### src/rtl/game_pkg.sv
// Shared game geometry and direction codes used by the
// player mover and the collision detector.
package game_pkg;

   localparam logic [2:0] NO_ACTION = 3'd0;
   localparam logic [2:0] ATTACK    = 3'd1;
   localparam logic [2:0] UP        = 3'd2;
   localparam logic [2:0] DOWN      = 3'd3;
   localparam logic [2:0] LEFT      = 3'd4;
   localparam logic [2:0] RIGHT     = 3'd5;

   localparam int MAP_W     = 256;
   localparam int MAP_H     = 176;
   localparam int SPRITE_PX = 16;

   // Largest legal top-left corner for a sprite fully on the map
   localparam logic [8:0] X_MAX = 9'(MAP_W - SPRITE_PX);
   localparam logic [7:0] Y_MAX = 8'(MAP_H - SPRITE_PX);

   typedef enum logic [2:0] {
      S_IDLE,
      S_INIT,
      S_CHECK,
      S_APPLY,
      S_DONE
   } mv_state_e;

   function automatic logic is_move(input logic [2:0] d);
      return (d >= UP) && (d <= RIGHT);
   endfunction

   function automatic logic [2:0] opp_dir(input logic [2:0] d);
      logic [2:0] r;
      r = NO_ACTION;
      case (d)
         UP:      r = DOWN;
         DOWN:    r = UP;
         LEFT:    r = RIGHT;
         RIGHT:   r = LEFT;
         default: r = NO_ACTION;
      endcase
      return r;
   endfunction

endpackage

### src/rtl/pos_clamp_step.sv
// Next position after moving dist_i pixels in dir_i,
// clamped so the sprite stays on the map.
module pos_clamp_step
   import game_pkg::*;
(
   input  logic [8:0] x_i,
   input  logic [7:0] y_i,
   input  logic [2:0] dir_i,
   input  logic [3:0] dist_i,
   output logic [8:0] x_o,
   output logic [7:0] y_o
);

   logic signed [10:0] tx;
   logic signed [9:0]  ty;
   logic signed [10:0] dx;
   logic signed [9:0]  dy;

   always_comb begin
      tx = $signed({2'b00, x_i});
      ty = $signed({2'b00, y_i});
      dx = $signed({7'b0000000, dist_i});
      dy = $signed({6'b000000, dist_i});
      case (dir_i)
         UP:      ty = ty - dy;
         DOWN:    ty = ty + dy;
         LEFT:    tx = tx - dx;
         RIGHT:   tx = tx + dx;
         default: ;
      endcase
   end

   // Signed headroom lets underflow clamp to 0 instead of wrapping
   always_comb begin
      if (tx < 0)
         x_o = '0;
      else if (tx > $signed({2'b00, X_MAX}))
         x_o = X_MAX;
      else
         x_o = tx[8:0];

      if (ty < 0)
         y_o = '0;
      else if (ty > $signed({2'b00, Y_MAX}))
         y_o = Y_MAX;
      else
         y_o = ty[7:0];
   end

endmodule

### src/rtl/player_mover.sv
// Per-frame player movement sequencer: drives the collision
// detector, then commits the step or applies knockback.
module player_mover
   import game_pkg::*;
#(
   parameter logic [8:0] START_X       = 9'd120,
   parameter logic [7:0] START_Y       = 8'd80,
   parameter int         STEP_PX       = 1,
   parameter int         KNOCKBACK_PX  = 8,
   parameter logic [5:0] INVULN_FRAMES = 6'd60,
   parameter logic [4:0] DONE_TIMEOUT  = 5'd31
) (
   input  logic       clock,
   input  logic       resetn,
   input  logic       frame_tick,
   input  logic [2:0] move_dir,
   input  logic       collision_done,
   input  logic       c_map_collision,
   input  logic       c_e1_collision,
   output logic [8:0] char_x,
   output logic [7:0] char_y,
   output logic [2:0] direction_char,
   output logic [2:0] facing_char,
   output logic       attack,
   output logic       collision_init,
   output logic       collision_enable,
   output logic       damage,
   output logic       invuln,
   output logic       busy,
   output logic       update_done
);

   mv_state_e  state_q, state_d;
   logic [8:0] x_q;
   logic [7:0] y_q;
   logic [2:0] face_q, dir_q;
   logic       attack_q, map_q, e1_q;
   logic [4:0] to_q;
   logic [5:0] inv_q;

   logic [8:0] step_x, kb_x;
   logic [7:0] step_y, kb_y;
   logic [2:0] kb_dir;
   logic       hit, timeout;

   assign timeout = (to_q == DONE_TIMEOUT - 5'd1);
   assign hit     = e1_q && (inv_q == '0);
   assign kb_dir  = opp_dir(face_q);

   pos_clamp_step u_step (
      .x_i    (x_q),
      .y_i    (y_q),
      .dir_i  (dir_q),
      .dist_i (4'(STEP_PX)),
      .x_o    (step_x),
      .y_o    (step_y)
   );

   pos_clamp_step u_kb (
      .x_i    (x_q),
      .y_i    (y_q),
      .dir_i  (kb_dir),
      .dist_i (4'(KNOCKBACK_PX)),
      .x_o    (kb_x),
      .y_o    (kb_y)
   );

   always_ff @(posedge clock or negedge resetn) begin
      if (!resetn)
         state_q <= S_IDLE;
      else
         state_q <= state_d;
   end

   always_comb begin
      state_d = state_q;
      case (state_q)
         S_IDLE:  if (frame_tick) state_d = S_INIT;
         S_INIT:  state_d = S_CHECK;
         S_CHECK: if (collision_done || timeout) state_d = S_APPLY;
         S_APPLY: state_d = S_DONE;
         S_DONE:  state_d = S_IDLE;
         default: state_d = S_IDLE;
      endcase
   end

   always_comb begin
      collision_init   = (state_q == S_INIT);
      collision_enable = (state_q == S_CHECK);
      damage           = (state_q == S_APPLY) && hit;
      update_done      = (state_q == S_DONE);
      busy             = (state_q != S_IDLE);
   end

   always_ff @(posedge clock or negedge resetn) begin
      if (!resetn) begin
         x_q      <= START_X;
         y_q      <= START_Y;
         face_q   <= DOWN;
         dir_q    <= NO_ACTION;
         attack_q <= 1'b0;
         map_q    <= 1'b0;
         e1_q     <= 1'b0;
         to_q     <= '0;
      end else begin
         case (state_q)
            S_IDLE: begin
               if (frame_tick) begin
                  dir_q    <= move_dir;
                  attack_q <= (move_dir == ATTACK);
               end
            end
            S_INIT: to_q <= '0;
            S_CHECK: begin
               to_q <= to_q + 5'd1;
               // A missing done is treated as a blocked step
               if (collision_done) begin
                  map_q <= c_map_collision;
                  e1_q  <= c_e1_collision;
               end else if (timeout) begin
                  map_q <= 1'b1;
                  e1_q  <= 1'b0;
               end
            end
            S_APPLY: begin
               attack_q <= 1'b0;
               if (hit) begin
                  x_q <= kb_x;
                  y_q <= kb_y;
               end else if (is_move(dir_q) && !map_q) begin
                  x_q <= step_x;
                  y_q <= step_y;
               end
               if (is_move(dir_q))
                  face_q <= dir_q;
            end
            default: ;
         endcase
      end
   end

   // A fresh hit reload beats a coincident tick decrement
   always_ff @(posedge clock or negedge resetn) begin
      if (!resetn)
         inv_q <= '0;
      else if ((state_q == S_APPLY) && hit)
         inv_q <= INVULN_FRAMES;
      else if (frame_tick && (inv_q != '0))
         inv_q <= inv_q - 6'd1;
   end

   assign char_x         = x_q;
   assign char_y         = y_q;
   assign direction_char = dir_q;
   assign facing_char    = face_q;
   assign attack         = attack_q;
   assign invuln         = (inv_q != '0);

endmodule

### config.mk
export PLATFORM = sky130hd
export DESIGN_NAME = player_mover
export DESIGN_NICKNAME = d
export VERILOG_FILES = /design/src/rtl/game_pkg.sv /design/src/rtl/pos_clamp_step.sv /design/src/rtl/player_mover.sv
export SDC_FILE = /design/constraint.sdc
export NUM_CORES = 1
export LEC_CHECK = 0
export BUFFER_PORTS_ARGS = -buffer_cell sky130_fd_sc_hd__clkbuf_2
export CAP_MARGIN = 15
export CORE_UTILIZATION = 50
export DETAILED_ROUTE_END_ITERATION = 10
export GPL_TIMING_DRIVEN = 0
export PLACE_DENSITY = 0.75
export SETUP_SLACK_MARGIN = 0.15
export SYNTH_ARGS = -nofsm -noshare
export SYNTH_HDL_FRONTEND = slang
export SYNTH_HIERARCHICAL = 1
export SYNTH_SLANG_ARGS = --single-unit
### constraint.sdc
create_clock -name clock -period 9.73 [get_ports clock]
set_input_delay 0.973 -clock clock [delete_from_list [all_inputs] [get_ports clock]]
set_output_delay 0.973 -clock clock [all_outputs]
set_load 0.01 [all_outputs]
==> metrics.txt, run 1 <==
Worst EP required 9950 ps; die area approximately 10,000 um^2; post-synth top area share 16.1%; critical path startpoint category flop; CTS tree done; Worst Path Buf+Inv 2; postcts setup bufs 0; cell count after placement about 780; Synth area leader dfrtp_1; crit end category flop; commonest cells after routing, fill and taps aside 50 x nor2_1, 43 x inv_1, 40 x a21oi_1; post-detailed-route wirelength per cell 15.0 um; most common cell after layout, fill and taps aside nor2_1; Synth Area per Inst around 8.6 um^2; number of placement rows 36; worst clock skew 8.74 ps; Via density 5.67; DRT Wirelength 11,800 um; Slew Viols, Final 0; CP cell instances inv_1 > ha_1 > inv_1 > fa_1 > a21o_1 > a2111oi_0 > a31oi_1 > nor2_1 > mux2i_1 > nand2_4 > a2111oi_2 > nor3b_1 > mux2i_1 > o2bb2ai_2; Crit path arrival time 3810 ps; Final Non-Filler Cells 784; Root Buffer clkbuf_8; H-tree levels 2; layout cell share with drive strength beyond 1 between 10% and 20%; Max FO, Critical Path 10; dominant synthesized flop cell dfrtp_1; first-pass GRT wire length 20,000 um; Initial Util 51.2%; delay-heaviest family, CP compound AO/OA/AOI/OAI gates; Hold Buf Count CTS 0; post-route antenna net violation count 0; Area Growth Syn to Fin 11.5%; Die Ht roughly 100 um; router iterations before antenna repair 5; EDFF count, synth 0; Achievable Freq 279 MHz; slowest cell on the critical path dfrtp_1; Vias 4,445; VDD IR-drop max ~0.17 mV; cell area after synthesis about 5000 um^2; Tcrit/Tclk final between 30% and 40%; status finished clean; Top Ports 39; Nets 702; Clock Sink Count 40; clock tree buffer depth 2; met1 Resource Use GR 30.3%; Die Span X 102 um; maxcap violations 0; library cells used by synthesis 99; worst hold path type flop to flop; IO buf count 38; clk_lat worst skew roughly 300 ps; grt total ovfl 0; unrepaired setup endpoints after global routing no; grt met3 use 2.26%; setup TNS 0 ps; worst r2r src char_x[0]; diode count 0; P_leak 2.32 nW; top cells by area, synth dfrtp_1 16%, ha_1 8.8%, mux2i_1 5.8%, dfstp_2 4.2%, a21oi_1 4.0%; Ys Warns 6; total core area 9730 um^2; post-CTS sizing 0; antenna violations before repair 0; crit path from char_x[0]; P per Cell Area 309 nW/um^2; Max stage delay on crit path between 500 and 600 ps; Initial DRC Count 219; GR peak layer met2; DRC 0; cell count after synthesis a little under 600; Tightest Pin Transition 998 ps; Crit Path Class flop to flop; routability cong. 0.884; Hold Path Origin char_x[5]; min Tclk post-route 3580 ps; post-detail-place hpwl slightly above 9000 um; largest net degree at the start of global routing 41; routing usage on met2 44.2%; #FFs+latches synth 40; Max transition margin ~33%; total CTS buffers 5; GRT Overall Usage a little under a quarter; Final setup viols 0; Seq/Total Area, Yosys 20.3%; asr flop ratio synth 100%; clk slew on worst S/H paths 80 ps; vias in the first global route approximately 4.3k; Hold Fails Final Rpt 0
sequential cells by signal, indices dropped and copies added (netlist names):
signal,cells
char_x,9
char_y,8
inv_q,6
to_q,5
direction_char,3
facing_char,3
state_q,3
attack,1
e1_q,1
map_q,1
Yosys cell counts (4+ instances only):
library cell	n
nand4_1	5
o21ai_0	24
clkbuf_8	4
ha_1	35
o31ai_1	4
buf_2	4
o2bb2ai_1	8
nand2b_1	7
a211oi_1	8
dfstp_2	8
nand3_1	10
nor3_1	20
o21bai_1	4
a31oi_1	9
and3_1	4
mux2_2	5
o2bb2ai_2	10
nand2_1	31
xnor2_1	16
a21oi_1	40
fa_1	8
a2111oi_0	4
mux2i_1	29
clkbuf_1	8
conb_1	4
dfrtp_1	32
o21a_1	5
o211ai_1	4
nor2b_1	12
nor3b_1	22
inv_1	43
or3b_2	4
nor2_1	50
worst reg2reg max path, stage by stage, from the launching register on:
cell       delay (ps)
dfrtp_1           530
inv_1             120
ha_1              200
inv_1              70
fa_1              400
a21o_1            220
a2111oi_0         430
a31oi_1            80
nor2_1            140
mux2i_1           340
nand2_4           120
a2111oi_2         330
nor3b_1           270
mux2i_1           130
o2bb2ai_2         150
stage by stage:
step	hold WS, ps	setup slack (ps)	total power [mW]	cell area (um^2)	utilization (%)
after global placement	476	6330	1.52	5440	56.0
after detailed placement	496	6280	1.56	5440	56.0
after global routing	519	5950	1.87	5560	57.1
after CTS	509	6200	1.71	5560	57.1
final	505	6150	1.72	5560	57.1
after floorplan	457	6620	1.29	5090	-
logic make-up after synthesis:
family	share of synthesized area [%]
AO/OA/AOI/OAI	25.1
AND/OR/NAND/NOR	23.8
buffers and inverters	7.83
flip-flops	20.3
XOR/XNOR	3.67
other	0.301
adder cells (fa/ha/maj)	12.0
multiplexers	6.96
final cells by class:
class	count	area, um^2
Timing Repair Buffer	38	190
Clock buffer	5	68.8
Fill cell	934	4170
Clock inverter	3	42.5
Multi-Input combinational cell	493	3690
Sequential cell	40	1010
Buffer	26	218
Inverter	46	173
Tap cell	133	166
metal layers:
| layer | vias to the layer above | part of all wire, % |
|---|---|---|
| li1 | 2228 | - |
| met1 | 2120 | 45 |
| met2 | 90 | 51 |
| met3 | 7 | 3.3 |
| met4 | 0 | 0.84 |
| met5 | - | 0 |
where the power goes:
part           leakage (nW)  switching (mW)  internal (mW)  total (mW)
registers             0.486           0.162          0.244       0.406
logic                  1.78           0.642          0.530        1.17
clock network        0.0541          0.0629         0.0760       0.139
total                  2.32           0.867          0.850        1.72
final timing paths:
| kind | endpoint | slack, ps | cells past startpoint |
|---|---|---|---|
| setup / recovery | char_x[0] | 6150 | 14 |
| hold / removal | char_x[5] | 510 | 1 |
| setup reg to reg | char_x[0] | 6150 | 14 |
| hold reg to reg | char_x[5] | 510 | 1 |
| max in group asynchronous | inv_q[5] | 8280 | 1 |
| min in group asynchronous | char_y[0] | 830 | 1 |
(Power assumes the default switching activity.)
==> inputs of run 2 (changes only) <==
clock period = 3.4 ns   (was 9.73 ns; I/O delays follow)
==> run 2 against run 1 <==
Clock-buffer cell count unchanged; via count is 2.5% higher; cell area increased by 5.4%; wire length is 6.9% higher; worst hold slack got worse by 300 ps; cell count is 2.0% higher; non-clock buffer count rose by 16; combinational power grew to 3.2 times the previous value; clock power grew to 2.9 times the previous value; fmax up 8.2%; critical endpoint is now char_x[3]; largest cell class unchanged.
==> metrics.txt, run 2 (synthesis results as in run 1) <==
router iterations before antenna repair 4 (-1); antenna violations before repair 0 (unchanged); Area Growth Syn to Fin 17.5%; Top Ports 39 (unchanged); IO buf count 38 (unchanged); Max FO, Critical Path 6 (-4); Achievable Freq 302 MHz (+8.2%); hold_ws 204 ps (-301 ps); reg2reg end char_x[3]; P_int 2.62 mW (+210%); worst reg2reg setup slack 90 ps (-6060 ps); CTS tree done; maxcap violations 0 (unchanged); post-detailed-route wirelength per cell 15.7 um (+4.8%); Root Buffer clkbuf_8; Final setup viols 0 (unchanged); max reg flops 9 (unchanged); Tightest Pin Transition 1000 ps (+4.94 ps); P_leak 2.42 nW (+4.3%); crit end category flop; Crit path arrival time 3540 ps (-270 ps); VDD IR-drop max 0.507 mV (+190%); routing usage on met2 44.4% (+0.21 points); largest net degree at the start of global routing 41 (unchanged); worst hold path type primary input to async pin; Die Ht 102 um (unchanged); crit path from char_x[0]; Crit Path Class flop to flop; critical path startpoint category flop; Hold Fails Final Rpt 0 (unchanged); final setup margin 87.3 ps (-6060 ps); post-route antenna net violation count 0 (unchanged); min Tclk post-route 3310 ps (-271 ps); number of placement rows 36 (unchanged); diode count 0 (unchanged); Hold Buf Count CTS 0 (unchanged); post-detail-place hpwl 9190 um (unchanged); Via density 5.70 (+0.47%); Slew Viols, Final 0 (unchanged); met1 Resource Use GR 30.4% (+0.14 points); clk_lat worst skew 290 ps (about the same); Filler cells 876 (-6.2%); worst r2r src char_x[0]; Die Span X 102 um (unchanged); Tcrit/Tclk final 97.4% (+61 points); vias in the first global route 4,266 (-0.40%); total chip power 5.30 mW (+210%); DP Worst Slack -53.4 ps (-6330 ps); H-tree levels 2 (unchanged); clock tree buffer depth 2 (unchanged); first-pass GRT wire length 20,100 um (+0.42%); total core area 9730 um^2 (unchanged); worst clock skew 5.83 ps (-2.91 ps); Initial DRC Count 259 (+18%); Comb power frac 70.9% (+2.6 points); clk slew on worst S/H paths 80 ps (about the same); FF-to-FF path depth 15 (+1); Initial Util 51.2% (unchanged); P per Cell Area 905 nW/um^2 (+190%); GR peak layer met2; GRT Overall Usage 24.0% (+0.12 points); unrepaired setup endpoints after global routing yes; die area 10,400 um^2 (unchanged); Sequential Power Share 21.6% (-2.0 points); most common cell after layout, fill and taps aside nor2_1; DRC 0 (unchanged); Worst EP required 3620 ps (-6330 ps); Max transition margin 33.1% (-0.33 points); switch share 50.5% (about the same); Nets 718 (+2.3%); P_sw 2.68 mW (+210%); Clock Power Share 7.5% (-0.6 points); total CTS buffers 5 (unchanged); DRT Wirelength 12,600 um (+6.9%); routability cong. 0.884 (unchanged); layout cell share with drive strength beyond 1 26.7% (+6.9 points); Clock Sink Count 40 (unchanged); commonest cells after routing, fill and taps aside 50 x nor2_1, 42 x inv_1, 40 x clkbuf_2; Vias 4,557 (+2.5%); grt total ovfl 0 (unchanged); status finished clean; grt met3 use 2.33% (+0.068 points)
run 2: changes by cell type in the layout (fill, tap and decap cells not counted), sizes merged:
cell,before,now
buf,13,29
run 2: stage by stage:
stage | cell area [um^2] | util [%] | TNS (ps) | std cells
4_1_cts | 5580 | 57.4 | 0 | 785
3_5_place_dp | 5440 | 56.0 | -53.4 | 776
2_1_floorplan | 5090 | - | 0 | 605
6_report | 5850 | 60.2 | 0 | 800
5_1_grt | 5850 | 60.2 | -85.4 | 800
3_3_place_gp | 5440 | 56.0 | 0 | 776
run 2: worst max path at each step:
| stage | end | slack, ps |
|---|---|---|
| 6_report | char_x[3] | 90 |
| 5_1_grt | char_x[3] | -90 |
| 4_1_cts | char_x[0] | 120 |
| 3_5_place_dp | char_x[0] | -50 |
| 3_3_place_gp | char_x[0] | 2 |
| 2_1_floorplan | char_x[0] | 290 |
run 2: worst max-delay path: stages (launching register included):
cell and delay, ps:
dfrtp_2 430, inv_2 50, ha_2 180, inv_1 60
fa_2 370, a21o_1 210, a2111oi_2 310, a31oi_1 90
nor2_1 190, mux2i_2 290, nand2_4 110, buf_4 160
nor3_1 270, nor3b_2 240, mux2i_1 120, o2bb2ai_2 150
run 2: power by group through the flow:
stage          Combinational (mW)  Sequential [mW]  Clock, mW
2_1_floorplan                2.61             1.07          0
3_3_place_gp                 3.20             1.15          0
3_5_place_dp                 3.29             1.17          0
4_1_cts                      3.36             1.15      0.408
5_1_grt                      4.11             1.19      0.420
6_report                     3.76             1.14      0.398
run 2: layer usage:
layer,part of all wire [%],wire length [um],vias to the layer above
met5,0,0,-
met4,1.2,145,0
met3,2.7,343,13
met2,52,6530,85
met1,44,5570,2205
li1,-,-,2254
run 2: repair_timing:
| action | CTS | global route |
|---|---|---|
| setup buffers | 1 | 15 |
| resized for setup | 11 | 32 |
| setup endpoints to repair | 8 | 10 |
| cloned | 0 | 0 |
| pin swaps | 0 | 18 |
run 2: area by class of cell:
type,instances,area (um^2),share of cell area [%]
buffer,26,219,3.74
clock buffer,5,68.8,1.18
clock inverter,3,42.5,0.727
inverter,46,173,2.95
multi-input combinational,493,3850,65.8
sequential,40,1020,17.4
tap,133,166,2.84
timing repair buffer,54,314,5.36
==> inputs of run 3 (changes only) <==
ABC_AREA = 1   (was default)
==> run 3 against run 2 <==
Clock skew up 3.6 ps; via count up 31%; critical path type unchanged; worst setup slack better by 400 ps; critical endpoint is now char_y[3].
==> metrics.txt, run 3 <==
status finished clean; Clock Power Share 7.1% (-0.4 points); grt met3 use 2.29% (-0.037 points); Via density 5.31 (-6.8%); P_sw 3.26 mW (+22%); top cells by area, synth nand2_1 21%, dfrtp_1 15%, nand3_1 12%, inv_1 8.7%, ha_1 8.2%; Die Ht 106 um (+3.8%); Tcrit/Tclk final 85.6% (-12 points); Root Buffer clkbuf_8; clock tree buffer depth 2 (unchanged); grt total ovfl 0 (unchanged); number of placement rows 37 (+2.8%); cell count after synthesis 913 (+58%); largest net degree at the start of global routing 41 (unchanged); critical path startpoint category flop; Filler cells 1,106 (+26%); vias in the first global route 5,235 (+23%); Achievable Freq 344 MHz (+14%); setup TNS 0 ps (unchanged); die area 11,200 um^2 (+7.7%); dominant synthesized flop cell dfrtp_1; min Tclk post-route 2910 ps (-402 ps); GR peak layer met2; final setup margin 489 ps (+402 ps); P_int 2.30 mW (-12%); Worst EP required 3630 ps (about the same); worst r2r src facing_char[2]; GRT Overall Usage 27.0% (+3.0 points); antenna violations before repair 0 (unchanged); max reg flops 9 (unchanged); Final setup viols 0 (unchanged); first-pass GRT wire length 24,600 um (+23%); Initial DRC Count 468 (+81%); Tightest Pin Transition 985 ps (-17.8 ps); router iterations before antenna repair 7 (+3); Max FO, Critical Path 6 (unchanged); total CTS buffers 5 (unchanged); worst hold path type primary input to async pin; P_leak 3.33 nW (+37%); diode count 0 (unchanged); total core area 10,400 um^2 (+6.6%); CTS tree done; DRT Wirelength 14,400 um (+15%); IO buf count 37 (-2.6%); Area Growth Syn to Fin 10.8%; Post-synth top cells 301 x nand2_1, 130 x nand3_1, 125 x inv_1; P per Cell Area 933 nW/um^2 (+3.1%); Max transition margin 34.3% (+1.2 points); Die Span X 106 um (+3.8%); Seq/Total Area, Yosys 18.8% (-1.5 points); post-CTS sizing 1 (-10); Synth area leader nand2_1; crit path from facing_char[2]; largest family of logic cells by synthesized area simple AND/OR/NAND/NOR gates; met1 Resource Use GR 37.6% (+7.2 points); VDD IR-drop max 0.544 mV (+7.2%); EDFF count, synth 0 (unchanged); post-detail-place hpwl 11,200 um (+21%); Post-Synth Adder-Cell Area 11.1% (-0.87 points); Slew Viols, Final 0 (unchanged); switch share 58.6% (+8.1 points); area of the multi-input gates 3850 um^2 (about the same); Synth Area per Inst 5.88 um^2 (-32%); commonest cells after routing, fill and taps aside 301 x nand2_1, 130 x nand3_1, 125 x inv_1; unrepaired setup endpoints after global routing no; post-route antenna net violation count 0 (unchanged); complex-gate fraction of the synthesized area 6.12% (-19 points); Crit path arrival time 3140 ps (-400 ps); routability cong. 0.952 (+7.6%); post-synth top area share 21.0% (+5.0 points); clk slew on worst S/H paths 90 ps (about the same); most common cell after layout, fill and taps aside nand2_1; DRC 0 (unchanged); post-detailed-route wirelength per cell 12.9 um (-18%); asr flop ratio synth 100% (unchanged); #FFs+latches synth 40 (unchanged); routing usage on met2 45.1% (+0.71 points); Hold Fails Final Rpt 0 (unchanged); Ys Warns 6 (unchanged); postcts setup bufs 0 (-1); most frequent cell after synthesis nand2_1; Post-Synth XOR/XNOR Area 1.30% (-2.4 points); cell area after synthesis 5370 um^2 (+7.8%); Clock Sink Count 40 (unchanged); Synth Area in Simple Gates 50.7% (+27 points); clk_lat worst skew 300 ps (about the same); H-tree levels 2 (unchanged); Top Ports 39 (unchanged); Nets 1,037 (+44%); multiplexer share of the synthesized area 0% (-7.0 points); library cells used by synthesis 39 (-61%); worst clock skew 9.47 ps (+3.63 ps); Util after Layout 57.4% (-2.8 points); Vias 5,958 (+31%); Hold Buf Count CTS 0 (unchanged); layout cell share with drive strength beyond 1 11.3% (-15 points); DP Worst Slack 75.4 ps (+129 ps); Comb power frac 70.2% (-0.7 points); Sequential Power Share 22.7% (+1.1 points); crit end category flop; Crit Path Class flop to flop; Initial Util 51.8% (+0.60 points); maxcap violations 0 (unchanged); Sequential Area 1010 um^2 (-0.74%)
-- run 3: changes by cell type after synthesis, sizes merged, moves of 14 or more --
cell,delta
inv,+86
nand3,+122
nand4,+30
nor3b,-24
xnor2,-14
nor2,+53
nand2,+278
mux2i,-29
o2bb2ai,-18
-- run 3: final cells by class --
| class | count | area share, % |
|---|---|---|
| sequential | 40 | 17.0 |
| timing repair buffer | 37 | 3.11 |
| buffer | 21 | 2.25 |
| multi-input combinational | 749 | 64.7 |
| clock inverter | 3 | 0.714 |
| tap | 136 | 2.86 |
| inverter | 131 | 8.26 |
| clock buffer | 5 | 1.16 |
-- run 3: metrics by stage --
stage          std cells  hold WS [ps]  instance area (um^2)  power (mW)
2_1_floorplan        941          44.4                  5480        4.06
3_3_place_gp        1114           462                  5830        5.01
3_5_place_dp        1114           466                  5830        5.06
4_1_cts             1122           222                  5950        5.48
5_1_grt             1122           263                  5950        6.18
6_report            1122           187                  5950        5.56
-- run 3: worst max-delay path, cell delays in order (launching register included) --
cell and delay, ps:
dfrtp_1 390, inv_1 70, nor2_1 400, nor2_1 140, nor2_4 260, inv_1 130, nor2_2 250, nand2_1 120
o211ai_2 110, nand2_1 70, nor2_1 90, nand3_1 80, nand2_1 70, nand2_1 50, nand2_2 70, nand2_2 80
nor2_1 140, nand4_1 120, nand2_1 90, nand2_1 50, nand2_1 70
-- run 3: power groups by stage --
stage / clock [mW] / combinational (mW) / sequential (mW)
2_1_floorplan: 0 / 2.93 / 1.13
3_3_place_gp: 0 / 3.75 / 1.26
3_5_place_dp: 0 / 3.80 / 1.26
4_1_cts: 0.404 / 3.82 / 1.25
5_1_grt: 0.419 / 4.46 / 1.30
6_report: 0.395 / 3.90 / 1.26
-- run 3: final timing paths --
path	cells past startpoint	slack, ps	end
setup / recovery	20	490	char_y[3]
max in group asynchronous	1	2600	char_x[1]
min in group clock	3	270	direction_char[0]
hold / removal	1	190	to_q[1]
hold reg to reg	1	480	to_q[4]
setup reg to reg	20	490	char_y[3]
-- run 3: cells by family after synthesis --
kind of cell,Yosys count
AO/OA/AOI/OAI,61
XOR/XNOR,8
adder cells (fa/ha/maj),43
buffers and inverters,152
flip-flops,40
other,4
AND/OR/NAND/NOR,605
-- run 3: layer usage --
| metal | share of wire [%] | wire (um) |
|---|---|---|
| met4 | 1.9 | 269 |
| met2 | 45 | 6460 |
| met3 | 5.6 | 805 |
| met5 | 0 | 0 |
| met1 | 48 | 6890 |
